$ cat src/rtl/pong_ball_ctrl.sv
`default_nettype none
//==============================================================================
// Module   : pong_ball_ctrl
// Brief    : Pong ball controller. Serve / rally / point / game-over state
//            machine with wall bounce, paddle contact, speed ramp and scoring.
// Options  : define PONG_BALL_SPIN_EN to let the paddle contact point steer
//            the ball vertically (middle third flattens the trajectory).
// Revision : 1.0 - initial release
//==============================================================================
module pong_ball_ctrl #(
  parameter int COORD_W       = 12,
  parameter int H_SIZE        = 10,
  parameter int V_SIZE        = 10,
  parameter int IX            = 320,
  parameter int IY            = 240,
  parameter int BAR_WIDTH     = 20,
  parameter int BAR_LENGTH    = 180,
  parameter int D_WIDTH       = 639,
  parameter int D_HEIGHT      = 470,
  parameter int SPEED_MIN     = 1,
  parameter int SPEED_MAX     = 6,
  parameter int HITS_PER_STEP = 4,
  parameter int SCORE_W       = 4,
  parameter int WIN_SCORE     = 9,
  parameter int SERVE_DELAY   = 60
) (
  input  logic               in_clock,
  input  logic               in_reset_n,
  input  logic               in_ani_stb,
  input  logic               in_start,
  input  logic               in_pause,
  input  logic [3:0]         in_random,
  input  logic [COORD_W-1:0] in_leftbar_top,
  input  logic [COORD_W-1:0] in_rightbar_top,
  output logic [COORD_W-1:0] out_x1,
  output logic [COORD_W-1:0] out_x2,
  output logic [COORD_W-1:0] out_y1,
  output logic [COORD_W-1:0] out_y2,
  output logic [SCORE_W-1:0] out_left_score,
  output logic [SCORE_W-1:0] out_right_score,
  output logic [3:0]         out_speed,
  output logic [2:0]         out_state,
  output logic               out_point,
  output logic [1:0]         out_winner
);

  typedef enum logic [2:0] {
    S_IDLE  = 3'd0,
    S_SERVE = 3'd1,
    S_PLAY  = 3'd2,
    S_POINT = 3'd3,
    S_OVER  = 3'd4
  } state_t;

  localparam int c_FRAME_W = (SERVE_DELAY > 1) ? $clog2(SERVE_DELAY) : 1;
  localparam int c_HIT_W   = (HITS_PER_STEP > 1) ? $clog2(HITS_PER_STEP) : 1;
  localparam int c_CW1     = COORD_W + 1;

  localparam logic [COORD_W-1:0]   c_IX        = COORD_W'(IX);
  localparam logic [COORD_W-1:0]   c_IY        = COORD_W'(IY);
  localparam logic [COORD_W-1:0]   c_H_SIZE    = COORD_W'(H_SIZE);
  localparam logic [COORD_W-1:0]   c_V_SIZE    = COORD_W'(V_SIZE);
  localparam logic [COORD_W-1:0]   c_BAR_WIDTH = COORD_W'(BAR_WIDTH);
  localparam logic [COORD_W-1:0]   c_RIGHT_LIM = COORD_W'(D_WIDTH - BAR_WIDTH);
  localparam logic [COORD_W-1:0]   c_D_HEIGHT  = COORD_W'(D_HEIGHT);
  localparam logic [c_CW1-1:0]     c_BAR_LEN   = c_CW1'(BAR_LENGTH);
  localparam logic [3:0]           c_SPEED_MIN = 4'(SPEED_MIN);
  localparam logic [3:0]           c_SPEED_MAX = 4'(SPEED_MAX);
  localparam logic [c_HIT_W-1:0]   c_HIT_LAST  = c_HIT_W'(HITS_PER_STEP - 1);
  localparam logic [c_HIT_W-1:0]   c_HIT_ONE   = c_HIT_W'(1);
  localparam logic [c_FRAME_W-1:0] c_FRM_LAST  = c_FRAME_W'(SERVE_DELAY - 1);
  localparam logic [c_FRAME_W-1:0] c_FRM_ONE   = c_FRAME_W'(1);
  localparam logic [SCORE_W-1:0]   c_WIN       = SCORE_W'(WIN_SCORE);
  localparam logic [SCORE_W-1:0]   c_SCORE_SAT = '1;
  localparam logic [SCORE_W-1:0]   c_SCORE_ONE = SCORE_W'(1);

  // Registered state
  state_t               r_state;
  logic [COORD_W-1:0]   r_x, r_y;
  logic                 r_x_dir, r_y_dir;
  logic                 r_y_frozen;
  logic [3:0]           r_speed;
  logic [c_HIT_W-1:0]   r_hits;
  logic [c_FRAME_W-1:0] r_frame;
  logic [SCORE_W-1:0]   r_left_score, r_right_score;
  logic                 r_point;
  logic [1:0]           r_winner;

  // Next-state values
  state_t               w_state_nxt;
  logic [COORD_W-1:0]   w_x_nxt, w_y_nxt;
  logic                 w_x_dir_nxt, w_y_dir_nxt, w_y_dir_b;
  logic                 w_y_frozen_nxt;
  logic [3:0]           w_speed_nxt;
  logic [c_HIT_W-1:0]   w_hits_nxt;
  logic [c_FRAME_W-1:0] w_frame_nxt;
  logic [SCORE_W-1:0]   w_left_score_nxt, w_right_score_nxt;
  logic                 w_point_nxt;
  logic [1:0]           w_winner_nxt;
  logic                 w_miss;

  // Contact / bounce helpers
  logic [COORD_W-1:0] w_speed_c;
  logic [c_CW1-1:0]   w_lbar_bot, w_rbar_bot;
  logic               w_top_bounce, w_bot_bounce;
  logic               w_left_contact, w_right_contact;
  logic               w_left_hit, w_right_hit;

  // Ball edges are pure arithmetic on the centre, wrapped to COORD_W bits
  assign out_x1 = r_x - c_H_SIZE;
  assign out_x2 = r_x + c_H_SIZE;
  assign out_y1 = r_y - c_V_SIZE;
  assign out_y2 = r_y + c_V_SIZE;

  assign w_speed_c  = COORD_W'(r_speed);
  // One extra bit keeps paddle bottoms from wrapping near the coordinate limit
  assign w_lbar_bot = {1'b0, in_leftbar_top} + c_BAR_LEN;
  assign w_rbar_bot = {1'b0, in_rightbar_top} + c_BAR_LEN;

  assign w_top_bounce    = (out_y1 <= w_speed_c);
  assign w_bot_bounce    = (out_y2 >= (c_D_HEIGHT - w_speed_c));
  assign w_left_contact  = (out_x1 <= c_BAR_WIDTH) && r_x_dir;
  assign w_right_contact = (out_x2 >= c_RIGHT_LIM) && !r_x_dir;
  assign w_left_hit      = (out_y2 >= in_leftbar_top) && ({1'b0, out_y1} <= w_lbar_bot);
  assign w_right_hit     = (out_y2 >= in_rightbar_top) && ({1'b0, out_y1} <= w_rbar_bot);

`ifdef PONG_BALL_SPIN_EN
  localparam logic [c_CW1-1:0] c_THIRD     = c_CW1'(BAR_LENGTH / 3);
  localparam logic [c_CW1-1:0] c_TWO_THIRD = c_CW1'((2 * BAR_LENGTH) / 3);
  logic w_left_mid, w_right_mid;
  assign w_left_mid  = ({1'b0, r_y} >= ({1'b0, in_leftbar_top} + c_THIRD)) &&
                       ({1'b0, r_y} <  ({1'b0, in_leftbar_top} + c_TWO_THIRD));
  assign w_right_mid = ({1'b0, r_y} >= ({1'b0, in_rightbar_top} + c_THIRD)) &&
                       ({1'b0, r_y} <  ({1'b0, in_rightbar_top} + c_TWO_THIRD));
`else
  logic w_unused_spin;
  assign w_unused_spin = ^in_random[3:2];
`endif

  // Next-state and datapath decode; in_start overrides every other event
  always_comb begin
    w_state_nxt       = r_state;
    w_x_nxt           = r_x;
    w_y_nxt           = r_y;
    w_x_dir_nxt       = r_x_dir;
    w_y_dir_nxt       = r_y_dir;
    w_y_dir_b         = r_y_dir;
    w_y_frozen_nxt    = r_y_frozen;
    w_speed_nxt       = r_speed;
    w_hits_nxt        = r_hits;
    w_frame_nxt       = r_frame;
    w_left_score_nxt  = r_left_score;
    w_right_score_nxt = r_right_score;
    w_point_nxt       = 1'b0;
    w_winner_nxt      = r_winner;
    w_miss            = 1'b0;

    if (in_start) begin
      w_state_nxt       = S_SERVE;
      w_x_nxt           = c_IX;
      w_y_nxt           = c_IY;
      w_speed_nxt       = c_SPEED_MIN;
      w_hits_nxt        = '0;
      w_frame_nxt       = '0;
      w_y_frozen_nxt    = 1'b0;
      w_left_score_nxt  = '0;
      w_right_score_nxt = '0;
      w_winner_nxt      = 2'b00;
    end else begin
      case (r_state)
        S_IDLE: begin
          w_x_nxt = c_IX;
          w_y_nxt = c_IY;
        end
        S_SERVE: begin
          w_x_nxt        = c_IX;
          w_y_nxt        = c_IY;
          w_speed_nxt    = c_SPEED_MIN;
          w_hits_nxt     = '0;
          w_y_frozen_nxt = 1'b0;
          if (in_ani_stb) begin
            if (r_frame == c_FRM_LAST) begin
              w_state_nxt = S_PLAY;
              w_frame_nxt = '0;
              w_x_dir_nxt = in_random[0];
              w_y_dir_nxt = in_random[1];
            end else begin
              w_frame_nxt = r_frame + c_FRM_ONE;
            end
          end
        end
        S_PLAY: begin
          if (in_ani_stb && !in_pause) begin
            if (w_top_bounce) w_y_dir_b = 1'b0;
            if (w_bot_bounce) w_y_dir_b = 1'b1;

            if (w_left_contact || w_right_contact) begin
              if ((w_left_contact && w_left_hit) || (w_right_contact && w_right_hit)) begin
                w_x_dir_nxt = w_left_contact ? 1'b0 : 1'b1;
                if (r_hits == c_HIT_LAST) begin
                  w_hits_nxt = '0;
                  if (r_speed < c_SPEED_MAX) w_speed_nxt = r_speed + 4'd1;
                end else begin
                  w_hits_nxt = r_hits + c_HIT_ONE;
                end
`ifdef PONG_BALL_SPIN_EN
                if (w_left_contact ? w_left_mid : w_right_mid) begin
                  w_y_frozen_nxt = 1'b1;
                end else begin
                  w_y_frozen_nxt = 1'b0;
                  w_y_dir_b      = w_left_contact ? in_random[2] : in_random[3];
                end
`endif
              end else begin
                w_miss = 1'b1;
                if (w_left_contact) begin
                  if (r_right_score != c_SCORE_SAT) w_right_score_nxt = r_right_score + c_SCORE_ONE;
                end else begin
                  if (r_left_score != c_SCORE_SAT) w_left_score_nxt = r_left_score + c_SCORE_ONE;
                end
              end
            end

            w_y_dir_nxt = w_y_dir_b;
            if (w_miss) begin
              w_point_nxt = 1'b1;
              w_x_nxt     = c_IX;
              w_y_nxt     = c_IY;
              w_state_nxt = S_POINT;
            end else begin
              w_x_nxt = w_x_dir_nxt ? (r_x - w_speed_c) : (r_x + w_speed_c);
              if (!w_y_frozen_nxt) begin
                w_y_nxt = w_y_dir_b ? (r_y - w_speed_c) : (r_y + w_speed_c);
              end
            end
          end
        end
        S_POINT: begin
          if (r_left_score == c_WIN || r_right_score == c_WIN) begin
            w_state_nxt  = S_OVER;
            w_winner_nxt = (r_left_score == c_WIN) ? 2'b01 : 2'b10;
          end else begin
            w_state_nxt = S_SERVE;
            w_frame_nxt = '0;
            w_speed_nxt = c_SPEED_MIN;
            w_hits_nxt  = '0;
          end
        end
        S_OVER: begin
          w_x_nxt = c_IX;
          w_y_nxt = c_IY;
        end
        default: begin
          w_state_nxt = S_IDLE;
        end
      endcase
    end
  end

  // FSM state register
  always_ff @(posedge in_clock or negedge in_reset_n) begin
    if (!in_reset_n) r_state <= S_IDLE;
    else             r_state <= w_state_nxt;
  end

  // Ball position, direction, speed, counters and score registers
  always_ff @(posedge in_clock or negedge in_reset_n) begin
    if (!in_reset_n) begin
      r_x           <= c_IX;
      r_y           <= c_IY;
      r_x_dir       <= 1'b0;
      r_y_dir       <= 1'b0;
      r_y_frozen    <= 1'b0;
      r_speed       <= c_SPEED_MIN;
      r_hits        <= '0;
      r_frame       <= '0;
      r_left_score  <= '0;
      r_right_score <= '0;
      r_point       <= 1'b0;
      r_winner      <= 2'b00;
    end else begin
      r_x           <= w_x_nxt;
      r_y           <= w_y_nxt;
      r_x_dir       <= w_x_dir_nxt;
      r_y_dir       <= w_y_dir_nxt;
      r_y_frozen    <= w_y_frozen_nxt;
      r_speed       <= w_speed_nxt;
      r_hits        <= w_hits_nxt;
      r_frame       <= w_frame_nxt;
      r_left_score  <= w_left_score_nxt;
      r_right_score <= w_right_score_nxt;
      r_point       <= w_point_nxt;
      r_winner      <= w_winner_nxt;
    end
  end

  assign out_left_score  = r_left_score;
  assign out_right_score = r_right_score;
  assign out_speed       = r_speed;
  assign out_state       = r_state;
  assign out_point       = r_point;
  assign out_winner      = r_winner;

endmodule
`default_nettype wire

$ cat config.mk
export PLATFORM = sky130hd
export DESIGN_NAME = pong_ball_ctrl
export DESIGN_NICKNAME = d
export VERILOG_FILES = /design/src/rtl/pong_ball_ctrl.sv
export SDC_FILE = /design/constraint.sdc
export NUM_CORES = 1
export LEC_CHECK = 0
export BUFFER_PORTS_ARGS = -buffer_cell sky130_fd_sc_hd__clkbuf_2
export CORE_UTILIZATION = 35
export CTS_CLUSTER_DIAMETER = 50
export DETAILED_ROUTE_END_ITERATION = 8
export PLACE_DENSITY_LB_ADDON = 0.15
export SETUP_SLACK_MARGIN = 0.2
export SLEW_MARGIN = 20
export SYNTH_ARGS = -nofsm -noshare
export SYNTH_HDL_FRONTEND = slang
export SYNTH_SLANG_ARGS = --single-unit
$ cat constraint.sdc
create_clock -name in_clock -period 5.5 [get_ports in_clock]
set_clock_uncertainty 0.2 [all_clocks]
set_input_delay 0.275 -clock in_clock [delete_from_list [all_inputs] [get_ports in_clock]]
set_output_delay 0.275 -clock in_clock [all_outputs]
set_load 0.02 [all_outputs]
==> flow_summary.rst <==
.. list-table::
   :header-rows: 1

   * - Metric
     - Value
   * - Largest net degree at the start of global routing
     - between 50 and 60
   * - Antenna diode count
     - 0
   * - H-Tree Depth
     - 2
   * - Flop and latch count out of synthesis
     - 52
   * - Leakage
     - 3.67 nW
   * - Reg clk slew, reported paths
     - 0.07 ns
   * - Filler cells
     - between 1,500 and 2,000
   * - Root Buffer Master
     - sky130_fd_sc_hd__clkbuf_16
   * - Via count of the first global-routing pass
     - approximately 5,600
   * - Endpoint of the worst register-to-register path
     - r_x[10]
   * - Total power consumption of the routed design
     - ~0.94 mW
   * - Average size of a mapped cell
     - ~8 um2
   * - Initial cell density of the core
     - 0.356
   * - Seq/Total Area, Yosys
     - 0.213
   * - Most frequently used flop master after synthesis
     - sky130_fd_sc_hd__dfrtp_1
   * - Crit Path Category
     - reg2reg
   * - Setup violations, final
     - 0
   * - Core Box Area
     - about 17,000 um2
   * - DRC violations left
     - 0
   * - Busiest layer in global routing
     - met2
   * - Post-synthesis net count
     - 875
   * - Netlist area before placement
     - between 6000 and 7000 um2
   * - Number of input and output port buffers inserted
     - between 90 and 100
   * - Layout cells sized above 1
     - 0.271
   * - Number of standard cells after synthesis
     - around 750
   * - Count of final max-slew check failures
     - 0
   * - Router iterations before antenna repair
     - 4
   * - Clock period minus worst slack
     - ~5.2 ns
   * - Yosys top cell by area
     - sky130_fd_sc_hd__dfrtp_1
   * - Post-DP HPWL
     - around 14 mm
   * - Headroom to the max-slew limit
     - 0.523
   * - Final Instance Area
     - approximately 7700 um2
   * - CTS buffer count
     - 5
   * - Run status
     - finished, final reports clean
   * - Boundary Pins
     - between 90 and 100
   * - Worst-skew pair later-pin latency
     - 0.30 ns
   * - Final period util
     - 0.948
   * - Async SR Flop Fraction
     - 1.00
   * - Crit path capture
     - r_x[10]
   * - Antenna violations before repair
     - 0
   * - Final TNS setup
     - 0 ns
   * - Number of buffers on the longest clock path
     - 2
   * - Power per cell area
     - approximately 120 nW/um2
   * - Number of cell instances on the worst register-to-register path
     - 25
   * - Global Route Usage Sum
     - 0.196
   * - Req. time, crit path
     - ~5.5 ns
   * - Wire length of the first global-routing pass
     - around 28 mm
   * - Number of nets at the end of the flow
     - a little over 1,000
   * - Peak supply drop
     - ~100 uV
   * - Met1 capacity usage during global routing
     - 0.261
   * - Pin slew with the least headroom to its limit
     - around 0.72 ns
   * - CTS tree
     - yes
   * - Total number of placement rows
     - 48
   * - Met3 usage in global routing
     - 0.0154
   * - Type of the tightest min-delay check
     - in2reg
   * - Most used standard cells in the synthesized netlist
     - sky130_fd_sc_hd__ha_1, sky130_fd_sc_hd__nor2_1, sky130_fd_sc_hd__inv_1
   * - Start point of the critical path
     - r_y[4]
   * - Cells taking the most area after synthesis
     - sky130_fd_sc_hd__dfrtp_1, sky130_fd_sc_hd__ha_1, sky130_fd_sc_hd__xnor2_1, sky130_fd_sc_hd__nor2_1, sky130_fd_sc_hd__xor2_1
   * - Count of endpoints failing hold in the final timing report
     - 0
   * - Die Y
     - between 100 and 150 um
   * - Maximum fanout along the worst path
     - 4
   * - Remaining antenna violation count
     - 0
   * - Proportion of netlist area held by the largest area contributor
     - 0.183
   * - Worst reg2reg startpoint
     - r_y[4]
   * - EDFF count, synth
     - 0
   * - Total wire length
     - 17.4 mm
   * - Final cell utilization of the core
     - 0.445
   * - Max Clk Rate
     - about 0.19 GHz
   * - Slack of the worst reg-to-reg path
     - ~0.28 ns
   * - Number of clock sinks
     - 52
   * - Dpl cell area
     - approximately 7100 um2
   * - Global route overflow
     - 0
   * - Met2 Resource Use GR
     - 0.346
   * - Element type at the critical path start
     - flop
   * - Average wire per cell in the routed design
     - ~16 um
   * - Unrepaired setup endpoints after global routing
     - yes
   * - Capturing element type of the critical path
     - flop
   * - Vias/cell
     - 5.20
   * - Max-cap viol count
     - 0
   * - Number of distinct standard cells referenced by the synthesized netlist
     - 72
   * - Floorplan die area
     - ~18,000 um2
   * - Initial drt markers
     - between 200 and 300
   * - Most common cell in the synthesized netlist
     - sky130_fd_sc_hd__ha_1
   * - Count of synthesis-stage warnings from yosys
     - 0
   * - Arrival @ worst endpoint
     - about 5.2 ns
   * - Number of vias after detailed routing
     - 5,803
   * - Chip Width
     - 135 um
   * - Routability congestion estimate from global placement
     - about 0.85
   * - Layout Area Growth over Synthesis
     - 24.8%
==> how the worst min path moves through the flow <==
stage	from	endpoint	slack (ns)	depth (start not counted)
after global placement	in_reset_n	r_x[7]	0.27	2
after detailed placement	in_reset_n	r_x[7]	0.26	2
final	in_random[1]	r_y_dir	0.11	3
after floorplan	in_reset_n	out_left_score[0]	-0.22	0
after CTS	in_random[1]	r_y_dir	0.11	3
after global routing	in_random[1]	r_y_dir	0.15	3
==> sequential cells by signal, indices dropped and copies added (netlist names) <==
name / count
out_winner: 2
out_point: 1
out_speed: 4
r_x: 12
r_y_dir: 1
out_right_score: 4
out_state: 3
r_frame: 6
r_x_dir: 1
r_y: 12
r_hits: 2
out_left_score: 4
==> cell usage in the layout (no fill, tap or decap), types with 25 or more instances in the layout <==
master,n
sky130_fd_sc_hd__clkbuf_2,96
sky130_fd_sc_hd__ha_1,83
sky130_fd_sc_hd__nor2_1,64
sky130_fd_sc_hd__buf_4,60
sky130_fd_sc_hd__inv_1,55
sky130_fd_sc_hd__nand2_1,51
sky130_fd_sc_hd__xnor2_1,49
sky130_fd_sc_hd__dfrtp_1,43
sky130_fd_sc_hd__a21oi_1,41
sky130_fd_sc_hd__o21ai_0,36
sky130_fd_sc_hd__xor2_1,25
==> cell type report <==
class / instances / area, um2 / share of cell area
flip-flops and latches: 52 / 1310 / 0.171
repair buffers: 160 / 987 / 0.129
clock inverters: 1 / 7.51 / 0.000979
clock buffers: 7 / 143 / 0.0186
inverters: 58 / 218 / 0.0284
well taps: 225 / 282 / 0.0367
multi-input cells: 612 / 4720 / 0.615
==> timing repair <==
action,in CTS,in global routing
resized for setup,7,42
hold endpoints to repair,45,0
endpoints found under the setup margin,3,7
pin swaps,4,28
hold buffers,1,0
buffers inserted,4,13
==> worst max-delay path, stage by stage, from the launching register on <==
cell and delay [ns]:
sky130_fd_sc_hd__dfstp_2 0.39, sky130_fd_sc_hd__buf_8 0.12, sky130_fd_sc_hd__nor4_4 0.35, sky130_fd_sc_hd__nand2b_4 0.11, sky130_fd_sc_hd__nor4_4 0.29, sky130_fd_sc_hd__xor2_1 0.14
sky130_fd_sc_hd__ha_1 0.37, sky130_fd_sc_hd__nand3_2 0.08, sky130_fd_sc_hd__or4_4 0.55, sky130_fd_sc_hd__o21ai_4 0.08, sky130_fd_sc_hd__a211oi_4 0.07, sky130_fd_sc_hd__nor4_4 0.34
sky130_fd_sc_hd__nor2_2 0.09, sky130_fd_sc_hd__buf_6 0.13, sky130_fd_sc_hd__nor2_2 0.08, sky130_fd_sc_hd__xnor2_1 0.08, sky130_fd_sc_hd__ha_1 0.36, sky130_fd_sc_hd__a21o_1 0.20
sky130_fd_sc_hd__a21oi_2 0.14, sky130_fd_sc_hd__o21bai_1 0.10, sky130_fd_sc_hd__a21oi_2 0.17, sky130_fd_sc_hd__o21ai_2 0.09, sky130_fd_sc_hd__a21o_1 0.17, sky130_fd_sc_hd__a21oi_2 0.13
sky130_fd_sc_hd__xnor2_1 0.07, sky130_fd_sc_hd__a22o_1 0.20
==> per-layer routing <==
metal | wire length, um | vias up
met1 | 8230 | 2729
li1 | - | 2960
met4 | 235 | 0
met5 | 0 | -
met2 | 8420 | 97
met3 | 553 | 17
==> cells by family (layout without fill, tap and decap cells) <==
logic type | after synthesis | in the layout | synth area share
adders and majority gates | 90 | 90 | 0.186
xor gates and xnor gates | 76 | 76 | 0.108
AOI/OAI and AO/OA | 180 | 180 | 0.202
and+or+nand+nor | 258 | 258 | 0.216
muxes | 8 | 8 | 0.0130
DFF | 52 | 52 | 0.213
buffers and inverters | 88 | 226 | 0.0617
==> through the flow <==
step / hold WS (ns) / setup slack [ns] / std cells
after floorplan: -0.221 / 0.169 / 752
after global placement: 0.271 / 0.155 / 1089
after detailed placement: 0.265 / 0.0925 / 1089
after CTS: 0.114 / 0.152 / 1102
after global routing: 0.154 / 0.00180 / 1115
final: 0.112 / 0.284 / 1115
==> where the power goes <==
group / internal, mW / switching [mW]
clock: 0.182 / 0.151
sequential: 0.385 / 0.00238
combinational: 0.101 / 0.123
total: 0.668 / 0.276
Power figures use the tool's default switching activity.
